File: src/rtl/riscv_pkg.sv
// Shared types for the memory-port arbiter: FSM states, bus owner and the
// default bound on consecutive data grants while a fetch waits.
package riscv_pkg;

   typedef enum logic [1:0] {
      IDLE     = 2'd0,
      ISSUE    = 2'd1,
      WAIT_RSP = 2'd2
   } arb_state_e;

   typedef enum logic {
      OWN_I = 1'b0,
      OWN_D = 1'b1
   } owner_e;

   localparam int STARVE_LIMIT_DEFAULT = 4;

endpackage

File: src/rtl/mem_port_arbiter.sv
// Arbitrates a fetch port and a data port onto one single-outstanding memory bus.
// Data wins by default; a waiting fetch wins once the data streak reaches STARVE_LIMIT.
module mem_port_arbiter
   import riscv_pkg::*;
#(
   parameter int STARVE_LIMIT = STARVE_LIMIT_DEFAULT
) (
   input  logic        clk,
   input  logic        rst,
   input  logic        i_req,
   input  logic [31:0] i_addr,
   input  logic        i_flush,
   output logic        i_gnt,
   output logic        i_rvalid,
   output logic [31:0] i_rdata,
   input  logic        d_req,
   input  logic [31:0] d_addr,
   input  logic        d_we,
   input  logic [31:0] d_wdata,
   input  logic [3:0]  d_wstrb,
   output logic        d_gnt,
   output logic        d_rvalid,
   output logic [31:0] d_rdata,
   output logic        bus_req,
   output logic [31:0] bus_addr,
   output logic        bus_we,
   output logic [31:0] bus_wdata,
   output logic [3:0]  bus_wstrb,
   input  logic        bus_gnt,
   input  logic        bus_rvalid,
   input  logic [31:0] bus_rdata,
   output logic        busy
);

   localparam int SW = (STARVE_LIMIT < 1) ? 1 : $clog2(STARVE_LIMIT + 1);
   localparam logic [SW-1:0] LIMIT = SW'(STARVE_LIMIT);

   arb_state_e  state_q;
   owner_e      owner_q;
   logic [SW-1:0] streak_q, streak_d;
   logic        kill_q, kill_d, kill_now_s;
   logic        fetch_win_s, i_gnt_s, d_gnt_s;
   logic        bus_req_q, bus_we_q;
   logic [31:0] bus_addr_q, bus_wdata_q;
   logic [3:0]  bus_wstrb_q;
   logic        i_rvalid_q, d_rvalid_q;
   logic [31:0] i_rdata_q, d_rdata_q;

   // Grant selection: only in IDLE and never while reset is applied.
   always_comb begin
      fetch_win_s = i_req && (!d_req || (streak_q == LIMIT));
      if (!rst && (state_q == IDLE)) begin
         i_gnt_s = fetch_win_s;
         d_gnt_s = d_req && !fetch_win_s;
      end else begin
         i_gnt_s = 1'b0;
         d_gnt_s = 1'b0;
      end
   end

   // Saturating count of data grants taken while a fetch was waiting.
   always_comb begin
      streak_d = streak_q;
      if (i_gnt_s) begin
         streak_d = {SW{1'b0}};
      end else if (d_gnt_s) begin
         if (!i_req) begin
            streak_d = {SW{1'b0}};
         end else if (streak_q >= LIMIT) begin
            streak_d = LIMIT;
         end else begin
            streak_d = streak_q + SW'(1'b1);
         end
      end else begin
         streak_d = streak_q;
      end
   end

   // Kill flag: a flush during a fetch lets the bus finish but hides the response.
   always_comb begin
      kill_now_s = kill_q || (i_flush && (owner_q == OWN_I));
      case (state_q)
         IDLE:     kill_d = i_gnt_s && i_flush;
         ISSUE:    kill_d = kill_now_s;
         WAIT_RSP: kill_d = bus_rvalid ? 1'b0 : kill_now_s;
         default:  kill_d = 1'b0;
      endcase
   end

   // Transaction FSM with all bus and response outputs registered.
   always_ff @(posedge clk) begin
      if (rst) begin
         state_q     <= IDLE;
         owner_q     <= OWN_I;
         streak_q    <= {SW{1'b0}};
         kill_q      <= 1'b0;
         bus_req_q   <= 1'b0;
         bus_addr_q  <= 32'h0000_0000;
         bus_we_q    <= 1'b0;
         bus_wdata_q <= 32'h0000_0000;
         bus_wstrb_q <= 4'b0000;
         i_rvalid_q  <= 1'b0;
         d_rvalid_q  <= 1'b0;
         i_rdata_q   <= 32'h0000_0000;
         d_rdata_q   <= 32'h0000_0000;
      end else begin
         streak_q   <= streak_d;
         kill_q     <= kill_d;
         i_rvalid_q <= 1'b0;
         d_rvalid_q <= 1'b0;
         case (state_q)
            IDLE: begin
               if (i_gnt_s || d_gnt_s) begin
                  owner_q     <= i_gnt_s ? OWN_I : OWN_D;
                  bus_addr_q  <= i_gnt_s ? i_addr : d_addr;
                  bus_we_q    <= d_gnt_s && d_we;
                  bus_wdata_q <= i_gnt_s ? 32'h0000_0000 : d_wdata;
                  bus_wstrb_q <= i_gnt_s ? 4'b0000 : d_wstrb;
                  bus_req_q   <= 1'b1;
                  state_q     <= ISSUE;
               end
            end
            ISSUE: begin
               if (bus_gnt) begin
                  bus_req_q <= 1'b0;
                  state_q   <= WAIT_RSP;
               end
            end
            WAIT_RSP: begin
               if (bus_rvalid) begin
                  if (owner_q == OWN_D) begin
                     d_rdata_q  <= bus_rdata;
                     d_rvalid_q <= 1'b1;
                  end else if (!kill_now_s) begin
                     i_rdata_q  <= bus_rdata;
                     i_rvalid_q <= 1'b1;
                  end
                  state_q <= IDLE;
               end
            end
            default: begin
               bus_req_q <= 1'b0;
               state_q   <= IDLE;
            end
         endcase
      end
   end

   assign i_gnt     = i_gnt_s;
   assign d_gnt     = d_gnt_s;
   assign bus_req   = bus_req_q;
   assign bus_addr  = bus_addr_q;
   assign bus_we    = bus_we_q;
   assign bus_wdata = bus_wdata_q;
   assign bus_wstrb = bus_wstrb_q;
   assign i_rvalid  = i_rvalid_q;
   assign i_rdata   = i_rdata_q;
   assign d_rvalid  = d_rvalid_q;
   assign d_rdata   = d_rdata_q;
   assign busy      = (state_q != IDLE);

endmodule

File: config.mk
export PLATFORM = sky130hd
export DESIGN_NAME = mem_port_arbiter
export DESIGN_NICKNAME = d
export VERILOG_FILES = /design/src/rtl/riscv_pkg.sv /design/src/rtl/mem_port_arbiter.sv
export SDC_FILE = /design/constraint.sdc
export NUM_CORES = 1
export LEC_CHECK = 0
export ABC_AREA = 1
export CAP_MARGIN = 20
export CORE_MARGIN = 2
export CORE_UTILIZATION = 44
export DETAILED_ROUTE_END_ITERATION = 10
export GPL_TIMING_DRIVEN = 0
export PLACE_DENSITY = 0.93
export SKIP_CTS_REPAIR_TIMING = 1
export SLEW_MARGIN = 40
export SYNTH_ARGS = -nofsm -noshare
export SYNTH_HDL_FRONTEND = slang
export SYNTH_SLANG_ARGS = --single-unit
File: constraint.sdc
create_clock -name clk -period 3.69 [get_ports clk]
set_clock_uncertainty 0.1 [all_clocks]
set_input_delay 0.369 -clock clk [delete_from_list [all_inputs] [get_ports clk]]
set_output_delay 0.369 -clock clk [all_outputs]
set_load 0.005 [all_outputs]
==> summary.md, run 1 <==
| Metric | Value |
|---|---|
| DP HPWL | 14.02 mm |
| Static Leak | 3.955 nW |
| Setup-failing EPs final | 0 |
| Final Cell Area | 9477 sq um |
| Proportion of layout cells with a drive suffix above 1 | 6.133% |
| Gpl congestion | 0.8725 |
| CTS tree | built |
| P_int | 3.134 mW |
| Leading post-synthesis cells by instance count | nor2_1, dfxtp_1, nand2_1 |
| Measured slew at the worst slew-check pin | 0.4786 ns |
| Main area contributors after synthesis | dfxtp_1, nor2_1, nand2_1, a21oi_1, o21ai_0 |
| Pre-antenna DRT Iters | 5 |
| Critical Path Sink Type | primary output |
| Syn_nets | 958 |
| Post-route antenna net violation count | 0 |
| H-tree depth | 4 |
| Flop2flop setup slack | 1.78 ns |
| Area Overhead vs Synth | 62.05% |
| Hold crit path type | primary input to flop |
| Status | complete, no violations |
| Post-synth cell types | 20 |
| Die Height | 119.3 microns |
| Core area | 13,090 sq um |
| Vias | 6,400 |
| Hold endpoint | bus_we |
| Fin crit period | 2.672 ns |
| Largest net degree at the start of global routing | 17 |
| Max_slew headroom | 68.09% |
| Vias in the first global route | 6,244 |
| R2r startpoint | streak_q[0] |
| RSZ-0062 raised after global routing | false |
| Syn Area/Cell | 7.167 sq um |
| Row count | 42 |
| Share of flip-flops with an asynchronous set or reset | 0% |
| Critical Path Start Type | flop |
| Switching Fraction | 23.77% |
| Critical path class | flop to primary output |
| Seq pwr share | 40.2% |
| Initial DRC count | 350 |
| Mapped cell area | 5848 sq um |
| Combinational power share | 15.1% |
| First-pass GRT wire length | 30.73 mm |
| Peak VDD IR | 0.0002744 V |
| Remaining DRCs | 0 |
| Final wirelength | 19.50 mm |
| Placed cell area | 8841 sq um |
| Final Hold Viols | 0 |
| Antenna cells | 0 |
| Count leader, synth | nor2_1 |
| Seq cells post-synth | 143 |
| Worst-Skew Late Latency | 0.42 ns |
| Power per Cell Area | 433.8 nW/um^2 |
| Yosys warns | 0 |
| # fillers | 962 |
| Net Switching | 0.9771 mW |
| Area leader, netlist | dfxtp_1 |
| CTS root buffer | clkbuf_16 |
| Register area share after synthesis | 48.95% |
| Most used flip-flop cell after synthesis | dfxtp_1 |
| Clock Path Buffers | 2 |
| CP Data Arrival Time | 2.20 ns |
| CTS sink cnt | 143 |
| Clock network fraction of design power | 44.8% |
| Num ports | 279 |
| Hold path depth | 2 |
| Worst reg2reg endpoint | bus_wdata[20] |
| Post-synth EDFFs | 0 |
| Period utilization | 72.42% |
| Initial antenna violation count | 0 |
| Port bufs | 277 |
| CTS buffer count | 17 |
| Cells after Synth | 816 |
| Worst Path Max Fanout | 10 |
| Max-Cap Viols | 0 |
| Die area | 14,230 sq um |
| DR WL/cell | 14.98 microns |
| Final Max Tran Viols | 0 |
| Fmax | 374.2 MHz |
| Layout Nets | 1,254 |
| Worst-path clk slew | 0.06 ns |
| Grt ovf | 0 |
| Setup TNS | 0 ns |
| Starting Density | 44.69% |
| Hold Crit Start | rst |
| GRT Resource Usage Total | 27.36% |
| Area share of the largest cell type after synthesis | 48.95% |
| Req. time, crit path | 3.22 ns |
| Vias per cell | 4.919 |
| Reg2reg path depth | 8 |
| Die W | 119.3 microns |
## layout make-up
class | instances | area, sq um | area share [%]
Sequential cell | 143 | 2863 | 30.21
Timing Repair Buffer | 277 | 2773 | 29.26
Multi-Input combinational cell | 544 | 2419 | 25.52
Clock buffer | 19 | 452.9 | 4.780
Inverter | 78 | 292.8 | 3.090
Buffer | 51 | 274.0 | 2.891
Tap cell | 176 | 220.2 | 2.324
Clock inverter | 13 | 182.7 | 1.928
## cell usage in the layout (no fill, tap or decap)
cell             instances
nand3b_1                32
o21bai_1                 2
nor2_4                   3
nand2_1                120
clkinvlp_4               1
inv_2                    2
buf_6                    2
nor2_1                 234
inv_6                    2
nand3_4                  1
a21oi_1                 75
clkbuf_8                 2
buf_1                    2
clkdlybuf4s50_1        277
clkinv_2                 4
nor3_1                   1
buf_4                   13
buf_2                   15
clkinv_4                 2
nand3_1                  6
o21ai_0                 67
dfxtp_1                143
bufinv_16                4
clkbuf_1                19
clkbuf_16               17
ha_1                     2
inv_1                   76
nand4_2                  1
## stage by stage
| stage | hold WS [ns] | total power [mW] | cells | worst slack (ns) | util, % |
|---|---|---|---|---|---|
| 2_1_floorplan | 0.3559 | 1.932 | 816 | 2.171 | - |
| 3_3_place_gp | 0.3425 | 2.283 | 1269 | 1.148 | 67.57 |
| 3_5_place_dp | 0.3512 | 2.297 | 1269 | 1.114 | 67.57 |
| 4_1_cts | 0.1394 | 4.121 | 1301 | 0.9719 | 72.42 |
| 5_1_grt | 0.1354 | 4.263 | 1301 | 0.8771 | 72.42 |
| 6_report | 0.1354 | 4.111 | 1301 | 1.018 | 72.42 |
## worst max-delay path, cell delays in order, from the launching register on
cell	delay [ns]
dfxtp_1	0.33
inv_1	0.06
ha_1	0.14
nand2_1	0.06
nand2_1	0.10
nand2_1	0.11
nor2_4	0.21
buf_4	0.24
clkdlybuf4s50_1	0.52
## worst max path at each step
stage	start	to	slack, ns
finish	streak_q[0]	i_gnt	1.02
CTS	streak_q[0]	i_gnt	0.97
detailed placement	d_req	i_gnt	1.11
floorplan	streak_q[0]	bus_addr[10]	2.17
global route	streak_q[0]	i_gnt	0.88
global placement	d_req	i_gnt	1.15
## kinds of logic (layout without fill, tap and decap cells)
group	Yosys count	count (layout)	synth area share (%)
adders and majority gates	2	2	0.4278
DFF	143	143	48.95
and+or+nand+nor	398	398	28.52
buffers and inverters	129	438	9.692
AOI/OAI and AO/OA	144	144	12.41
## flip-flops by register name (all words and copies together), names as in the netlist
name       cells
owner_q        1
d_rvalid       1
d_rdata       32
i_rvalid       1
streak_q       3
kill_q         1
bus_wstrb      4
bus_req        1
bus_we         1
state_q        2
bus_wdata     32
bus_addr      32
i_rdata       32
## layer usage
layer,part of all wire (%),GRT usage (%),vias up,wire length [microns]
met5,0,0,-,0
met4,2.8,11.83,0,548
met3,8.4,7.232,45,1637
met2,50,48.42,303,9703
met1,39,30.89,2926,7604
li1,-,-,3126,-
## power groups by stage
stage	Sequential, mW	Clock, mW	Combinational (mW)
6_report	1.65	1.84	0.621
3_3_place_gp	1.68	0	0.604
4_1_cts	1.65	1.85	0.622
2_1_floorplan	1.69	0	0.246
3_5_place_dp	1.68	0	0.614
5_1_grt	1.66	1.92	0.681
Power figures use the tool's default switching activity.
==> run 2: changes to the inputs <==
CORE_UTILIZATION = 41   (was 44)
PLACE_DENSITY = 0.87   (was 0.93)
clock period = 2.8 ns   (was 3.69 ns; I/O delays follow)
==> run 2 against run 1 <==
Net effect: sequential power is 32% higher; sequential share of layout area hardly changed; worst setup slack worse by 0.86 ns; core utilization is 4.1 points lower; combinational power is 30% higher; clock-buffer cell count is 1 higher; first-iteration DRC count is 13% lower; total power is 31% higher; routed wire length is 1.8% lower; hold slack worse by 0.082 ns; largest cell class unchanged; largest power group unchanged; highest routed layer unchanged.
==> summary.md, run 2 (same netlist as run 1, synthesis figures left out) <==
| Metric | Value |
|---|---|
| Worst-Skew Late Latency | 0.41 ns (about the same) |
| CP max stage delay | 0.55 ns (+0.03 ns) |
| Pre-antenna DRT Iters | 5 (unchanged) |
| CTS sink cnt | 143 (unchanged) |
| Num ports | 279 (unchanged) |
| Most common cell after layout, fill and taps aside | clkdlybuf4s50_1 |
| Vias per cell | 4.797 (-2.5%) |
| CTS buffer count | 17 (unchanged) |
| Critical Path Start Type | flop |
| Global Route met1 Usage | 26.48% (-4.4 points) |
| Layout Nets | 1,254 (unchanged) |
| Worst Slack Setup Final | 0.1565 ns (-0.8613 ns) |
| Power per Cell Area | 568.9 nW/um^2 (+31%) |
| Proportion of layout cells with a drive suffix above 1 | 6.050% (-0.084 points) |
| DR WL/cell | 14.67 microns (-2.1%) |
| Row count | 43 (+2.4%) |
| Starting Density | 42.13% (-2.6 points) |
| Die W | 123.4 microns (+3.5%) |
| Port bufs | 277 (unchanged) |
| Max_slew headroom | 65.70% (-2.4 points) |
| Largest net degree at the start of global routing | 17 (unchanged) |
| Grt ovf | 0 (unchanged) |
| Fmax | 378.3 MHz |
| CTS tree | built |
| Place WS | 0.3680 ns (-0.7461 ns) |
| Critical Path Sink Type | primary output |
| M3 GR Usage | 8.764% (+1.5 points) |
| Remaining DRCs | 0 (unchanged) |
| Period utilization | 94.41% |
| Final Max Tran Viols | 0 (unchanged) |
| Vias in the first global route | 5,903 (-5.5%) |
| Most frequent cells in the layout | clkdlybuf4s50_1, nor2_1, dfxtp_1 |
| Static Leak | 3.945 nW (-0.25%) |
| Final Hold Viols | 0 (unchanged) |
| Critical path class | flop to primary output |
| Area Overhead vs Synth | 62.07% (about the same) |
| GRT met2 Usage | 43.65% (-4.8 points) |
| GRT Max-Usage Layer | met2 |
| Setup TNS | 0 ns (unchanged) |
| Measured slew at the worst slew-check pin | 0.5145 ns (+0.03596 ns) |
| Post-route antenna net violation count | 0 (unchanged) |
| Status | complete, no violations |
| Core area | 13,880 sq um (+6.1%) |
| Max stage delay cell, worst path | clkdlybuf4s50_1 |
| Die Height | 123.4 microns (+3.5%) |
| Die area | 15,240 sq um (+7.1%) |
| Initial DRC count | 306 (-13%) |
| Vias | 6,260 (-2.2%) |
| Req. time, crit path | 2.42 ns (-0.80 ns) |
| CP Data Arrival Time | 2.26 ns (+0.06 ns) |
| Worst path cell trace | inv_1 > ha_1 > nand2_1 > nand2_1 > nand2_1 > nor2_4 > buf_4 > clkdlybuf4s50_1 |
| Top cell by count, worst path | nand2_1 |
| RSZ-0062 raised after global routing | false |
| Hold crit path type | primary input to flop |
| GRT Resource Usage Total | 24.62% (-2.7 points) |
| Max-Cap Viols | 0 (unchanged) |
| CTS root buffer | clkbuf_16 |
| Initial antenna violation count | 1 (+1) |
| Gpl congestion | 0.8654 (-0.81%) |
| Worst-path clk slew | 0.06 ns (about the same) |
| First-pass GRT wire length | 28.98 mm (-5.7%) |
| Clock Path Buffers | 2 (unchanged) |
| DP HPWL | 14.19 mm (+1.3%) |
| Final wirelength | 19.14 mm (-1.8%) |
| Fin crit period | 2.644 ns |
| H-tree depth | 4 (unchanged) |
| Setup-failing EPs final | 0 (unchanged) |
| Worst Path Max Fanout | 10 (unchanged) |
| Peak VDD IR | 0.0003623 V (+32%) |
## run 2: cell count changes in the layout (fill, tap and decap cells not counted), sizes merged
cell / previous run / this run
diode: 0 / 1
clkbuf: 38 / 39
inv: 80 / 78
clkinv: 6 / 4
clkinvlp: 1 / 3
## run 2: metrics by stage
step           instances  hold WS [ns]  util, %  instance area [sq um]  power, mW
6_report            1305       0.05371    68.28                   9478      5.392
5_1_grt             1305       0.05287    68.28                   9478      5.600
4_1_cts             1304       0.04327    68.26                   9475      5.423
3_5_place_dp        1273        0.3533    63.73                   8846      3.023
3_3_place_gp        1273        0.3466    63.73                   8846      3.010
2_1_floorplan        816        0.3227        -                   5848      2.546
## run 2: per-layer routing
metal	vias up	wire length [microns]	share of wire [%]
met3	36	1701	8.9
met5	-	0	0
met1	2829	7340	38
li1	3130	-	-
met2	265	9573	50
met4	0	524	2.7
## run 2: area by class of cell
class,instances,area (sq um)
fill,1154,4403
sequential,143,2863
timing repair buffer,277,2773
multi-input combinational,544,2419
clock buffer,20,466.7
inverter,78,292.8
buffer,51,274.0
tap,180,225.2
clock inverter,11,162.7
antenna,1,2.502
## run 2: critical path: cells and delay by family, from the launching register on
| family | cells | cell delay, ns |
|---|---|---|
| buffers and inverters | 3 | 0.86 |
| adders and majority gates | 1 | 0.15 |
| DFF | 1 | 0.33 |
| and+or+nand+nor | 4 | 0.51 |
## run 2: where the power goes
| part | switching (mW) | internal, mW |
|---|---|---|
| registers | 0.0477 | 2.13 |
| clock network | 0.856 | 1.55 |
| logic | 0.348 | 0.462 |
## run 2: final timing paths
kind                 start            end  slack (ns)  cells after the start
max            streak_q[0]          i_gnt        0.16                      8
min                    rst  bus_wdata[27]        0.05                      2
max reg2reg    streak_q[0]    bus_addr[7]        0.87                      9
min reg2reg  bus_wdata[24]  bus_wdata[24]        0.36                      2
==> run 3: changes to the inputs <==
clock period = 2.7 ns   (was 2.8 ns; I/O delays follow)
==> run 3 against run 2 <==
Net effect: hold slack got worse by 0.0058 ns; routed wire length barely moved; design area barely moved; total power up 3.7%; via count about the same; critical endpoint unchanged; highest routed layer unchanged.
==> summary.md, run 3 (same netlist as run 1, synthesis figures left out) <==
| Metric | Value |
|---|---|
| Status | complete, no violations |
| First-pass GRT wire length | 28.98 mm (unchanged) |
| Place WS | 0.2880 ns (-0.08000 ns) |
| Critical Path Start Type | flop |
| Top cell by count, worst path | nand2_1 |
| Worst Path Max Fanout | 10 (unchanged) |
| Final Hold Slack | 0.04793 ns (-0.005773 ns) |
| Worst-Skew Late Latency | 0.41 ns (about the same) |
| Peak VDD IR | 0.0003747 V (+3.4%) |
| Num ports | 279 (unchanged) |
| Largest net degree at the start of global routing | 17 (unchanged) |
| Vias | 6,256 (-0.064%) |
| Row count | 43 (unchanged) |
| Max stage delay cell, worst path | clkdlybuf4s50_1 |
| Final std cells w/o fill | 1,306 (+0.077%) |
| Initial antenna violation count | 1 (unchanged) |
| Most frequent cells in the layout | clkdlybuf4s50_1, nor2_1, dfxtp_1 |
| Final Max Tran Viols | 0 (unchanged) |
| Final wirelength | 19.14 mm (about the same) |
| Proportion of layout cells with a drive suffix above 1 | 6.133% (+0.084 points) |
| Fin crit period | 2.455 ns |
| Hold crit path type | primary input to flop |
| Req. time, crit path | 2.33 ns (-0.09 ns) |
| Remaining DRCs | 0 (unchanged) |
| Max_slew headroom | 65.92% (+0.23 points) |
| Measured slew at the worst slew-check pin | 0.5112 ns (-0.003385 ns) |
| Critical Path Sink Type | primary output |
| Die W | 123.4 microns (unchanged) |
| Setup TNS | 0 ns (unchanged) |
| CTS tree | built |
| RSZ-0062 raised after global routing | false |
| Grt ovf | 0 (unchanged) |
| Layout Nets | 1,255 (+0.080%) |
| Placed Cells incl. Taps | 1,273 (unchanged) |
| Most common cell after layout, fill and taps aside | clkdlybuf4s50_1 |
| DP HPWL | 14.19 mm (unchanged) |
| DR WL/cell | 14.65 microns (about the same) |
| Fmax | 407.4 MHz |
| H-tree depth | 4 (unchanged) |
| Pre-antenna DRT Iters | 5 (unchanged) |
| Vias in the first global route | 5,903 (unchanged) |
| CTS root buffer | clkbuf_16 |
| Initial DRC count | 300 (-2.0%) |
| Die Height | 123.4 microns (unchanged) |
| Delay-heaviest family, CP | buffers and inverters |
| Power per Cell Area | 589.5 nW/um^2 (+3.6%) |
| Worst path cell trace | inv_1 > ha_1 > nand2_1 > nand2_1 > nand2_1 > nor2_4 > buf_4 > clkdlybuf4s50_1 |
| Vias per cell | 4.790 (-0.14%) |
| Hold Crit Start | rst |
| Static Leak | 3.950 nW (+0.13%) |
| Max-Cap Viols | 0 (unchanged) |
| Crit path buffers/inverters | 3 (unchanged) |
| Crit. Startpoint | streak_q[0] |
| R2r startpoint | streak_q[0] |
| Starting Density | 42.13% (unchanged) |
| Critical path class | flop to primary output |
| Final Hold Viols | 0 (unchanged) |
| Post-route antenna net violation count | 0 (unchanged) |
| Setup-failing EPs final | 0 (unchanged) |
| Gpl congestion | 0.8654 (unchanged) |
| CP Data Arrival Time | 2.08 ns (-0.18 ns) |
| Worst Slack Setup Final | 0.2453 ns (+0.08886 ns) |
| Period utilization | 90.91% |
| Port bufs | 277 (unchanged) |
| CTS buffer count | 17 (unchanged) |
| Worst-path clk slew | 0.06 ns (about the same) |
| Clock Path Buffers | 2 (unchanged) |
| CP max stage delay | 0.55 ns (about the same) |
| CTS sink cnt | 143 (unchanged) |
| GRT Resource Usage Total | 24.62% (unchanged) |
| Core area | 13,880 sq um (unchanged) |
| Area Overhead vs Synth | 62.20% (about the same) |
| Die area | 15,240 sq um (unchanged) |
## run 3: changes by cell type in the layout (fill, tap and decap cells not counted)
| cell | previous run | this run |
|---|---|---|
| buf_4 | 13 | 14 |
## run 3: path summary, 6_finish.rpt
check             cells after the start  slack (ns)       endpoint
hold / removal                        2        0.05  bus_wdata[27]
setup reg to reg                      9        0.77    bus_addr[7]
hold reg to reg                       2        0.36  bus_wdata[24]
setup / recovery                      8        0.25          i_gnt
## run 3: area by class of cell
class	count	area, sq um
sequential	143	2863
fill	1154	4395
clock inverter	11	162.7
clock buffer	20	466.7
inverter	78	292.8
multi-input combinational	544	2419
buffer	51	274.0
timing repair buffer	278	2780
antenna	1	2.502
tap	180	225.2
## run 3: metrics by stage
stage / total power [mW] / cell area (sq um) / util [%]
2_1_floorplan: 2.640 / 5848 / -
3_3_place_gp: 3.121 / 8846 / 63.73
3_5_place_dp: 3.135 / 8846 / 63.73
4_1_cts: 5.624 / 9475 / 68.26
5_1_grt: 5.809 / 9485 / 68.33
6_report: 5.591 / 9485 / 68.33
## run 3: routing by layer
layer,vias up,routed length [microns],GRT usage (%)
met1,2821,7335,26.48
met4,0,540,10.16
met5,-,0,0
met2,260,9533,43.65
met3,41,1727,8.764
li1,3134,-,-
## run 3: where the power goes
group / switching, mW / internal [mW] / leakage (nW)
clock: 0.887 / 1.61 / 0.304
combinational: 0.360 / 0.480 / 2.48
sequential: 0.0492 / 2.21 / 1.16
## run 3: worst reg2reg max path: stages (launching register included)
cell,delay [ns]
dfxtp_1,0.37
inv_1,0.06
ha_1,0.20
nand2_1,0.08
nand2_1,0.08
nand4_2,0.21
clkbuf_1,0.45
nor2_1,0.08
nor2_1,0.15
nor2_1,0.05
